File: src/rtl/frame_dec_pkg.sv
// Shared constants for the command frame decoder: FSM state encoding, default
// delimiters and checksum width.
package frame_dec_pkg;

  localparam int unsigned CHK_W = 8;

  localparam logic [7:0] DEFAULT_START = 8'hAA;
  localparam logic [7:0] DEFAULT_STOP  = 8'h55;

  localparam logic [2:0] StIdle    = 3'd0;
  localparam logic [2:0] StCmd     = 3'd1;
  localparam logic [2:0] StLen     = 3'd2;
  localparam logic [2:0] StPayload = 3'd3;
  localparam logic [2:0] StChk     = 3'd4;
  localparam logic [2:0] StStop    = 3'd5;
  localparam logic [2:0] StDone    = 3'd6;

  // Address width of a buffer with `depth` entries, never below one bit.
  function automatic int unsigned addr_width(int unsigned depth);
    return (depth > 1) ? $clog2(depth) : 1;
  endfunction

endpackage

File: src/rtl/cmd_frame_decoder_if.sv
// Byte-stream input, held-frame output and payload read port of the frame decoder.
interface cmd_frame_decoder_if #(
  parameter int unsigned MAX_LEN = 16
);
  import frame_dec_pkg::*;

  localparam int unsigned AW = addr_width(MAX_LEN);

  logic          data_valid;
  logic [7:0]    data;
  logic          frame_valid;
  logic          frame_ack;
  logic [7:0]    frame_cmd;
  logic [7:0]    frame_len;
  logic [AW-1:0] pl_rd_addr;
  logic [7:0]    pl_rd_data;
  logic          err_chk;
  logic          err_len;
  logic          err_stop;
  logic          err_timeout;
  logic          err_ovf;

  modport slave (
    input  data_valid, data, frame_ack, pl_rd_addr,
    output frame_valid, frame_cmd, frame_len, pl_rd_data,
    output err_chk, err_len, err_stop, err_timeout, err_ovf
  );

  modport master (
    output data_valid, data, frame_ack, pl_rd_addr,
    input  frame_valid, frame_cmd, frame_len, pl_rd_data,
    input  err_chk, err_len, err_stop, err_timeout, err_ovf
  );

endinterface

File: src/rtl/frame_payload_buf.sv
// Payload store: register array with one synchronous write port and one
// combinational read port. Out-of-range reads return zero.
module frame_payload_buf #(
  parameter int unsigned Depth = 16,
  parameter int unsigned AddrW = 4
) (
  input  logic             clk,
  input  logic             we,
  input  logic [AddrW-1:0] waddr,
  input  logic [7:0]       wdata,
  input  logic [AddrW-1:0] raddr,
  output logic [7:0]       rdata
);

  logic [7:0] mem [Depth];

  always_ff @(posedge clk) begin
    if (we) begin
      mem[waddr] <= wdata;
    end
  end

  always_comb begin
    rdata = 8'h00;
    if (32'(raddr) < Depth) begin
      rdata = mem[raddr];
    end
  end

endmodule

File: src/rtl/cmd_frame_decoder.sv
// Decodes START,CMD,LEN,payload,CHK,STOP byte frames and holds one checked frame.
// Define FRAME_DEC_TIMEOUT_EN to abort partial frames after TIMEOUT_CYC idle clocks.
module cmd_frame_decoder
  import frame_dec_pkg::*;
#(
  parameter int unsigned MAX_LEN     = 16,
  parameter int unsigned TIMEOUT_CYC = 50000,
  parameter logic [7:0]  START_BYTE  = DEFAULT_START,
  parameter logic [7:0]  STOP_BYTE   = DEFAULT_STOP
) (
  input logic                clk,
  input logic                rst,
  cmd_frame_decoder_if.slave bus
);

  localparam int unsigned AW = addr_width(MAX_LEN);

  logic [2:0]       state_q, state_d;
  logic [CHK_W-1:0] sum_q, sum_d;
  logic [7:0]       cmd_q, cmd_d;
  logic [7:0]       len_q, len_d;
  logic [7:0]       pay_cnt_q, pay_cnt_d;
  logic [7:0]       frame_cmd_q, frame_cmd_d;
  logic [7:0]       frame_len_q, frame_len_d;
  logic             err_chk_q, err_chk_d;
  logic             err_len_q, err_len_d;
  logic             err_stop_q, err_stop_d;
  logic             err_ovf_q, err_ovf_d;
  logic [CHK_W-1:0] sum_with_stop;
  logic             wr_en;

  // CHK covers the STOP byte that has not arrived yet, so fold it in up front.
  assign sum_with_stop = sum_q + STOP_BYTE;

`ifdef FRAME_DEC_TIMEOUT_EN
  logic [31:0] to_cnt_q, to_cnt_d;
  logic        err_to_q, err_to_d;
`endif

  always_comb begin
    state_d     = state_q;
    sum_d       = sum_q;
    cmd_d       = cmd_q;
    len_d       = len_q;
    pay_cnt_d   = pay_cnt_q;
    frame_cmd_d = frame_cmd_q;
    frame_len_d = frame_len_q;
    err_chk_d   = 1'b0;
    err_len_d   = 1'b0;
    err_stop_d  = 1'b0;
    err_ovf_d   = 1'b0;
    wr_en       = 1'b0;

    unique case (state_q)
      StIdle: begin
        if (bus.data_valid && bus.data == START_BYTE) begin
          state_d = StCmd;
          sum_d   = START_BYTE;
        end
      end
      StCmd: begin
        if (bus.data_valid) begin
          cmd_d   = bus.data;
          sum_d   = sum_q + bus.data;
          state_d = StLen;
        end
      end
      StLen: begin
        if (bus.data_valid) begin
          len_d     = bus.data;
          sum_d     = sum_q + bus.data;
          pay_cnt_d = 8'd0;
          if (bus.data > 8'(MAX_LEN)) begin
            err_len_d = 1'b1;
            state_d   = StIdle;
          end else if (bus.data == 8'd0) begin
            state_d = StChk;
          end else begin
            state_d = StPayload;
          end
        end
      end
      StPayload: begin
        if (bus.data_valid) begin
          wr_en     = 1'b1;
          sum_d     = sum_q + bus.data;
          pay_cnt_d = pay_cnt_q + 8'd1;
          if (pay_cnt_q == len_q - 8'd1) begin
            state_d = StChk;
          end
        end
      end
      StChk: begin
        if (bus.data_valid) begin
          if (bus.data == sum_with_stop) begin
            state_d = StStop;
          end else begin
            err_chk_d = 1'b1;
            state_d   = StIdle;
          end
        end
      end
      StStop: begin
        if (bus.data_valid) begin
          if (bus.data == STOP_BYTE) begin
            state_d     = StDone;
            frame_cmd_d = cmd_q;
            frame_len_d = len_q;
          end else begin
            err_stop_d = 1'b1;
            state_d    = StIdle;
          end
        end
      end
      StDone: begin
        // An ack releases the frame and lets a same-cycle START open the next one.
        if (bus.frame_ack) begin
          state_d = StIdle;
          if (bus.data_valid && bus.data == START_BYTE) begin
            state_d = StCmd;
            sum_d   = START_BYTE;
          end
        end else if (bus.data_valid) begin
          err_ovf_d = 1'b1;
        end
      end
      default: state_d = StIdle;
    endcase

`ifdef FRAME_DEC_TIMEOUT_EN
    to_cnt_d = 32'd0;
    err_to_d = 1'b0;
    if (state_q >= StCmd && state_q <= StStop && !bus.data_valid) begin
      if (to_cnt_q == 32'(TIMEOUT_CYC - 1)) begin
        err_to_d = 1'b1;
        state_d  = StIdle;
      end else begin
        to_cnt_d = to_cnt_q + 32'd1;
      end
    end
`endif
  end

  always_ff @(posedge clk) begin
    if (rst) begin
      state_q     <= StIdle;
      sum_q       <= '0;
      cmd_q       <= 8'd0;
      len_q       <= 8'd0;
      pay_cnt_q   <= 8'd0;
      frame_cmd_q <= 8'd0;
      frame_len_q <= 8'd0;
      err_chk_q   <= 1'b0;
      err_len_q   <= 1'b0;
      err_stop_q  <= 1'b0;
      err_ovf_q   <= 1'b0;
    end else begin
      state_q     <= state_d;
      sum_q       <= sum_d;
      cmd_q       <= cmd_d;
      len_q       <= len_d;
      pay_cnt_q   <= pay_cnt_d;
      frame_cmd_q <= frame_cmd_d;
      frame_len_q <= frame_len_d;
      err_chk_q   <= err_chk_d;
      err_len_q   <= err_len_d;
      err_stop_q  <= err_stop_d;
      err_ovf_q   <= err_ovf_d;
    end
  end

`ifdef FRAME_DEC_TIMEOUT_EN
  always_ff @(posedge clk) begin
    if (rst) begin
      to_cnt_q <= 32'd0;
      err_to_q <= 1'b0;
    end else begin
      to_cnt_q <= to_cnt_d;
      err_to_q <= err_to_d;
    end
  end

  assign bus.err_timeout = err_to_q;
`else
  logic unused_timeout_cfg;
  assign unused_timeout_cfg = ^TIMEOUT_CYC;
  assign bus.err_timeout    = 1'b0;
`endif

  frame_payload_buf #(
    .Depth (MAX_LEN),
    .AddrW (AW)
  ) u_buf (
    .clk   (clk),
    .we    (wr_en && !rst),
    .waddr (pay_cnt_q[AW-1:0]),
    .wdata (bus.data),
    .raddr (bus.pl_rd_addr),
    .rdata (bus.pl_rd_data)
  );

  assign bus.frame_valid = (state_q == StDone);
  assign bus.frame_cmd   = frame_cmd_q;
  assign bus.frame_len   = frame_len_q;
  assign bus.err_chk     = err_chk_q;
  assign bus.err_len     = err_len_q;
  assign bus.err_stop    = err_stop_q;
  assign bus.err_ovf     = err_ovf_q;

endmodule

File: src/flat_wrapper.sv
// flat-port wrapper written by rule: the top's interface ports become plain ports
module cmd_frame_decoder_flat import frame_dec_pkg::*;
#(
  parameter int unsigned MAX_LEN     = 16,
  parameter int unsigned TIMEOUT_CYC = 50000,
  parameter logic [7:0]  START_BYTE  = DEFAULT_START,
  parameter logic [7:0]  STOP_BYTE   = DEFAULT_STOP
)
  (clk, rst, bus_data_valid, bus_data, bus_frame_ack, bus_pl_rd_addr, bus_frame_valid, bus_frame_cmd, bus_frame_len, bus_pl_rd_data, bus_err_chk, bus_err_len, bus_err_stop, bus_err_timeout, bus_err_ovf);
  cmd_frame_decoder_if #(.MAX_LEN(MAX_LEN)) bus_i ();
  input logic clk;
  input logic rst;
  input wire logic [$bits(bus_i.data_valid)-1:0] bus_data_valid;
  input wire logic [$bits(bus_i.data)-1:0] bus_data;
  input wire logic [$bits(bus_i.frame_ack)-1:0] bus_frame_ack;
  input wire logic [$bits(bus_i.pl_rd_addr)-1:0] bus_pl_rd_addr;
  output wire logic [$bits(bus_i.frame_valid)-1:0] bus_frame_valid;
  output wire logic [$bits(bus_i.frame_cmd)-1:0] bus_frame_cmd;
  output wire logic [$bits(bus_i.frame_len)-1:0] bus_frame_len;
  output wire logic [$bits(bus_i.pl_rd_data)-1:0] bus_pl_rd_data;
  output wire logic [$bits(bus_i.err_chk)-1:0] bus_err_chk;
  output wire logic [$bits(bus_i.err_len)-1:0] bus_err_len;
  output wire logic [$bits(bus_i.err_stop)-1:0] bus_err_stop;
  output wire logic [$bits(bus_i.err_timeout)-1:0] bus_err_timeout;
  output wire logic [$bits(bus_i.err_ovf)-1:0] bus_err_ovf;
  assign bus_i.data_valid = bus_data_valid;
  assign bus_i.data = bus_data;
  assign bus_i.frame_ack = bus_frame_ack;
  assign bus_i.pl_rd_addr = bus_pl_rd_addr;
  assign bus_frame_valid = bus_i.frame_valid;
  assign bus_frame_cmd = bus_i.frame_cmd;
  assign bus_frame_len = bus_i.frame_len;
  assign bus_pl_rd_data = bus_i.pl_rd_data;
  assign bus_err_chk = bus_i.err_chk;
  assign bus_err_len = bus_i.err_len;
  assign bus_err_stop = bus_i.err_stop;
  assign bus_err_timeout = bus_i.err_timeout;
  assign bus_err_ovf = bus_i.err_ovf;
  cmd_frame_decoder #(.MAX_LEN(MAX_LEN), .TIMEOUT_CYC(TIMEOUT_CYC), .START_BYTE(START_BYTE), .STOP_BYTE(STOP_BYTE)) u_core (.clk(clk), .rst(rst), .bus(bus_i));
endmodule
File: config.mk
export PLATFORM = sky130hd
export DESIGN_NAME = cmd_frame_decoder_flat
export DESIGN_NICKNAME = d
export VERILOG_FILES = /design/src/rtl/frame_dec_pkg.sv /design/src/rtl/cmd_frame_decoder_if.sv /design/src/rtl/frame_payload_buf.sv /design/src/rtl/cmd_frame_decoder.sv /design/src/flat_wrapper.sv
export SDC_FILE = /design/constraint.sdc
export NUM_CORES = 1
export LEC_CHECK = 0
export BUFFER_PORTS_ARGS = -buffer_cell sky130_fd_sc_hd__clkbuf_2
export CORE_MARGIN = 1.5
export CORE_UTILIZATION = 45
export DETAILED_ROUTE_END_ITERATION = 8
export SYNTH_ARGS = -nofsm -noshare
export SYNTH_HDL_FRONTEND = slang
export SYNTH_HIERARCHICAL = 1
export SYNTH_SLANG_ARGS = --single-unit
export TNS_END_PERCENT = 30
File: constraint.sdc
create_clock -name clk -period 2.5 [get_ports clk]
set_clock_uncertainty 0.05 [all_clocks]
set_input_delay 0 -clock clk [delete_from_list [all_inputs] [get_ports clk]]
set_output_delay 0 -clock clk [all_outputs]
set_load 0.01 [all_outputs]
Word-level counts from Yosys, hierarchy flattened

Memory sizes are Yosys's and may differ from the RTL's.
Cells that the tools add are included.
W data, S select, Z words.

Memory bits (read-only): 0
Register bits: 55
Latch bits: 0
Memories kept: 1
Word-level logic and storage cells: 87
Output and inout port bits: 30
Memory bits (writable): 128
Input port bits: 16

$lt $le $gt $ge: 1
Multipliers: 0
Add/sub/neg operators: 4
Bitwise logic cells: 5
Shift operators: 0
Div/mod/pow operators: 0
Reduce and logical (&&, ||, !) cells: 18
Muxes and demuxes: 28
Eq/ne operators: 19

Memories:

| name             | words | bits a word | read ports | clocked after Yosys merged registers in | write ports | RTL line                | RTL |
|---|---|---|---|---|---|---|---|
| u_core.u_buf.mem | 16    | 8           | 1          | 0                                       | 1           | frame_payload_buf.sv:15 | `logic [7:0] mem [Depth];` |

Operators with widths:

| operator              | number |
|---|---|
| $mux W8               | 5 |
| $mux W3               | 12 |
| $pmux W8 S3           | 1 |
| $pmux W3 S7           | 1 |
| $eq A8 B8 Y1          | 2 |
| $pmux W8 S2           | 1 |
| $reduce_or A3 Y1      | 5 |
| $ne A2 B2 Y1 const B  | 6 |
| $eq A3 B3 Y1 const B  | 3 |
| $reduce_and A3 Y1     | 3 |
| $add A8 B1 Y8 const B | 1 |
| $add A8 B7 Y8 const B | 1 |
| $add A8 B8 Y8         | 1 |
| $eq A8 B7 Y1 const B  | 1 |
| $eq A8 B8 Y1 const B  | 1 |
| $gt A8 B5 Y1 const B  | 1 |
| $logic_not A8 Y1      | 1 |
| $mux W1               | 8 |
| $reduce_and A8 Y1     | 1 |
| $sub A8 B1 Y8 const B | 1 |
| $eq A3 B2 Y1 const B  | 2 |
| $ne A2 B1 Y1 const B  | 3 |
| $not A1 Y1            | 5 |
| $reduce_and A2 Y1     | 2 |
| other kinds (6)       | 7 |

Depth between registers and ports, before layout

Depth after elaboration: 5
Mapped depth: 9
Depth with buffers taken out: 9

Modules after synthesis

Netlist, hierarchy kept.

Modules (own cells, without submodules):

| module            | cells an instance | area an instance (um^2) | instances | sequential area each (um^2) |
|---|---|---|---|---|
| frame_payload_buf | 221               | 4987.3                  | 1         | 3843.7 |
| cmd_frame_decoder | 355               | 2999.1                  | 1         | 1101.1 |

Least setup slack after synthesis

No wires, ideal clock.

Kind: reg2reg
From: reg u_core.state_q[1]
To: mem u_core.u_buf.mem[0][0] (enable)
Setup time: 0.383 ns
Data arrival time: 2.144 ns
Data required time: 2.067 ns
Stages on the path, launching flop included: 6
Setup slack: -0.078 ns
Buffers on the path: 1
Path through: dfxtp_1 > clkbuf_1 > nand2_1 > nor3_1 > or3b_2 > nor3_1

Word-level cells in the longest chain between the ends: 5

Ends and longest elaborated chain:

| item                          | RTL line                 | RTL |
|---|---|---|
| from (decl)                   | cmd_frame_decoder.sv:18  | `logic [2:0] state_q, state_d;` |
| from (signal assigned)        | cmd_frame_decoder.sv:146 | `state_q <= StIdle;` |
| from (signal assigned)        | cmd_frame_decoder.sv:158 | `state_q <= state_d;` |
| $eq A3 B2 Y1                  | cmd_frame_decoder.sv:54  | `unique case (state_q)` |
| $mux W1                       | cmd_frame_decoder.sv:54  |  |
| $logic_and A1 B1 Y1           | cmd_frame_decoder.sv:195 | `.we (wr_en && !rst),` |
| $mux W1                       | frame_payload_buf.sv:18  | `if (we) begin` |
| $mux W1 (not written as such) | frame_payload_buf.sv:19  | `mem[waddr] <= wdata;` |
| to (decl)                     | frame_payload_buf.sv:15  |  |

No other way between the ends.

Worst setup path after layout

From: reg u_core.sum_q[1]
To: reg u_core.sum_q[7]

Word-level cells in the longest chain between the ends: 3

Ends and longest elaborated chain:

| item                   | RTL line                                                                  | RTL |
|---|---|---|
| from (decl)            | cmd_frame_decoder.sv:19                                                   | `logic [CHK_W-1:0] sum_q, sum_d;` |
| from (signal assigned) | cmd_frame_decoder.sv:159                                                  | `sum_q <= sum_d;` |
| $add A8 B8 Y8          | cmd_frame_decoder.sv:64, cmd_frame_decoder.sv:71, cmd_frame_decoder.sv:86 |  |
| $mux W8                | cmd_frame_decoder.sv:62, cmd_frame_decoder.sv:69, cmd_frame_decoder.sv:84 |  |
| $pmux W8 S3            | cmd_frame_decoder.sv:54                                                   |  |

No other way between the ends. The select of a mux whose other input is x is not followed.
A chain may end at the register's enable or synchronous reset.

==> qor.yml <==
run:
  maxCapViolCount: 0
sta:
  worst_pin_slew_ps: 814
  fin_crit_sh: 0.884
  setup_slack_ps: 291
  timing.fmax_ghz: 0.453
  tns_ps: 0
  slew_headroom: 0.457
  setup_violations: 0
  slew_viol_final: 0
  whs_ps: 16.6
  post-route-min-period_ps: 2210
  grt_setup_unrepaired: "false"
  hold_violations: 0
grt:
  grt_overflow: 0
  grt_pass1_wl_um: 27500
  grt_max_degree: 41
  track_usage: 0.205
  grt_pass1_vias: 4892
  antenna_found_initial: 0
synth:
  synthFlopType: "edfxtp_1"
  ys_seq_area_frac: 0.619
  ys_seq_elements: 183
  synth_nets: 603
  ys.warnings.count: 6
  synth-xor-area-share: 0.0338
  synth-simple-area-share: 0.102
  synth_compound_area_frac: 0.0805
  postSynthCellCount: 576
  syn_avg_cell_area_um2: 13.9
  synth_top_area_frac: 0.481
  yosysTopAreaCell: "edfxtp_1"
  synth.distinct_cells: 68
  async_flop_share: 0
  netlist_area_um2: 7990
  synth_top_family_by_area: "multiplexers"
  synth_edf_count: 128
  synth.area.mux_share: 0.118
  synth_area_leaders: "edfxtp_1, dfxtp_1, mux4_2"
  synthAdderAreaFrac: 0.0182
route:
  wl_per_cell_um: 19.8
  vias: 5056
  wl_um: 17700
  drt_iter0_markers: 359
  drtAntennaViolNets: 0
  drtPass1Iterations: 5
  drc: 0
  vias_per_cell: 5.66
die:
  fp.dieW_um: 136
  boundaryPins: 46
  initial_core_util: 0.462
  die-area_um2: 18600
  rows: 48
  coreArea_um2: 17300
  die_h_um: 136
final_layout:
  num_antenna_cells: 0
  final_common_cell: "edfxtp_1"
  layout-drive-gt1-share: 0.208
  final_cell_mix: "edfxtp_1, nor2_1, dfxtp_1"
  multiInputGateArea_um2: 2830
  fin_cells: 894
  regArea_um2: 4940
  final_cell_area_um2: 9270
  postLayoutCoreUtil: 0.536
  fill_cells: 1458
  nets: 683
  syn2layout_area_growth_pct: 16.0
placement:
  hpwl_um: 12000
  place_area_um2: 8610
  dp_slack_ps: 341
  dp_cells: 855
  io_buffers: 44
  gp_congestion: 0.919
cts:
  clk_pin_slew_ps: 70
  worstSkewPairLatency_ps: 430
  post_cts_buffers: 0
  htree_levels: 4
  cts_tree: "built"
  numCtsBuffers: 17
  cts.repair.resized: 0
  clock-sinks: 183
  cts_buffer_depth: 2
  root_buffer: "clkbuf_16"
  cts-hold-fix-buffers: 7
setup_path:
  endpoint_kind: "flip-flop"
  crit_fanout: 4
  worstSetupPathType: "reg2reg"
  cp.arrival_ps: 2470
  worstPathRequired_ps: 2770
  worstSetupStartpointType: "flip-flop"
power:
  leakage_nw: 3.29
  power_density_nw_per_um2: 694
  power_mw: 6.43
  max-vdd-ir-drop_mv: 0.458
run_status:
  status: "finished, final reports clean"
hold_path:
  worstHoldPathType: "in2reg"
area by class of cell:
| class | count | share of cell area |
|---|---|---|
| tap | 225 | 0.0304 |
| sequential | 183 | 0.534 |
| inverter | 14 | 0.00567 |
| clock buffer | 22 | 0.0547 |
| timing repair buffer | 87 | 0.0619 |
| clock inverter | 10 | 0.00851 |
| multi-input combinational | 353 | 0.305 |
flip-flops by register name, summed over array words and instances, names as in the netlist:
| signal | cells |
|---|---|
| u_core/bus.err_chk | 1 |
| u_core/cmd_q | 8 |
| u_core/u_buf/mem | 128 |
| u_core/pay_cnt_q | 8 |
| u_core/state_q | 3 |
| u_core/bus.err_len | 1 |
| u_core/len_q | 8 |
| u_core/bus.frame_len | 8 |
| u_core/sum_q | 8 |
| u_core/bus.frame_cmd | 8 |
| u_core/bus.err_ovf | 1 |
| u_core/bus.err_stop | 1 |
power breakdown:
group	leakage (nW)	internal [mW]	switching (mW)	total, mW
clock	0.295	1.46	1.15	2.62
sequential	1.59	3.26	0.0313	3.29
combinational	1.41	0.214	0.310	0.523
total	3.29	4.94	1.49	6.43
synth_stat cells, drive strengths merged, types with 2 or more instances:
cell type	instances
nand3	13
a2111oi	2
o31ai	2
xnor2	16
xor2	14
nor4	2
and3	3
clkdlybuf4s25	3
a211oi	4
or3	2
a32oi	2
clkbuf	12
nand2b	4
o22ai	2
a311oi	2
a311o	2
and4	3
a21boi	2
nor2	57
o21bai	2
mux4	32
nand3b	4
a221oi	3
dfxtp	55
o21a	5
and2	3
inv	14
a21oi	21
mux2i	17
nand2	51
edfxtp	128
a22oi	19
buf	11
a22o	6
o21ai	11
ha	10
nor3	17
nor2b	3
final timing paths:
kind,slack [ps],depth (start not counted),to,start
hold / removal,20,3,u_core/cmd_q[7],bus_data[7]
hold reg to reg,410,2,u_core/cmd_q[2],u_core/cmd_q[2]
setup / recovery,290,7,u_core/sum_q[7],u_core/sum_q[1]
setup reg to reg,290,7,u_core/sum_q[7],u_core/sum_q[1]
cells by family after synthesis:
| logic type | count (synthesis) |
|---|---|
| adder cells (fa/ha/maj) | 11 |
| buffers and inverters | 40 |
| flip-flops | 183 |
| other | 1 |
| AO/OA/AOI/OAI | 92 |
| XOR/XNOR | 30 |
| AND/OR/NAND/NOR | 170 |
| multiplexers | 49 |
worst max-delay path, cell delays in order, from the launching register on:
cell and delay (ps):
dfxtp_1 400, ha_1 260, a21o_1 180, a21oi_1 190
o21ai_0 160, o41ai_1 390, a21oi_1 80, a2111oi_0 370
layer usage:
metal | global-route usage | part of all wire | routed length [um] | vias up
met1 | 0.274 | 0.44 | 7760 | 2519
li1 | - | - | - | 2365
met5 | 0 | 0 | 0 | -
met4 | 0.0680 | 0.017 | 293 | 0
met3 | 0.0462 | 0.050 | 892 | 22
met2 | 0.332 | 0.49 | 8720 | 150
Note: power is estimated with default switching activity, not from simulation.
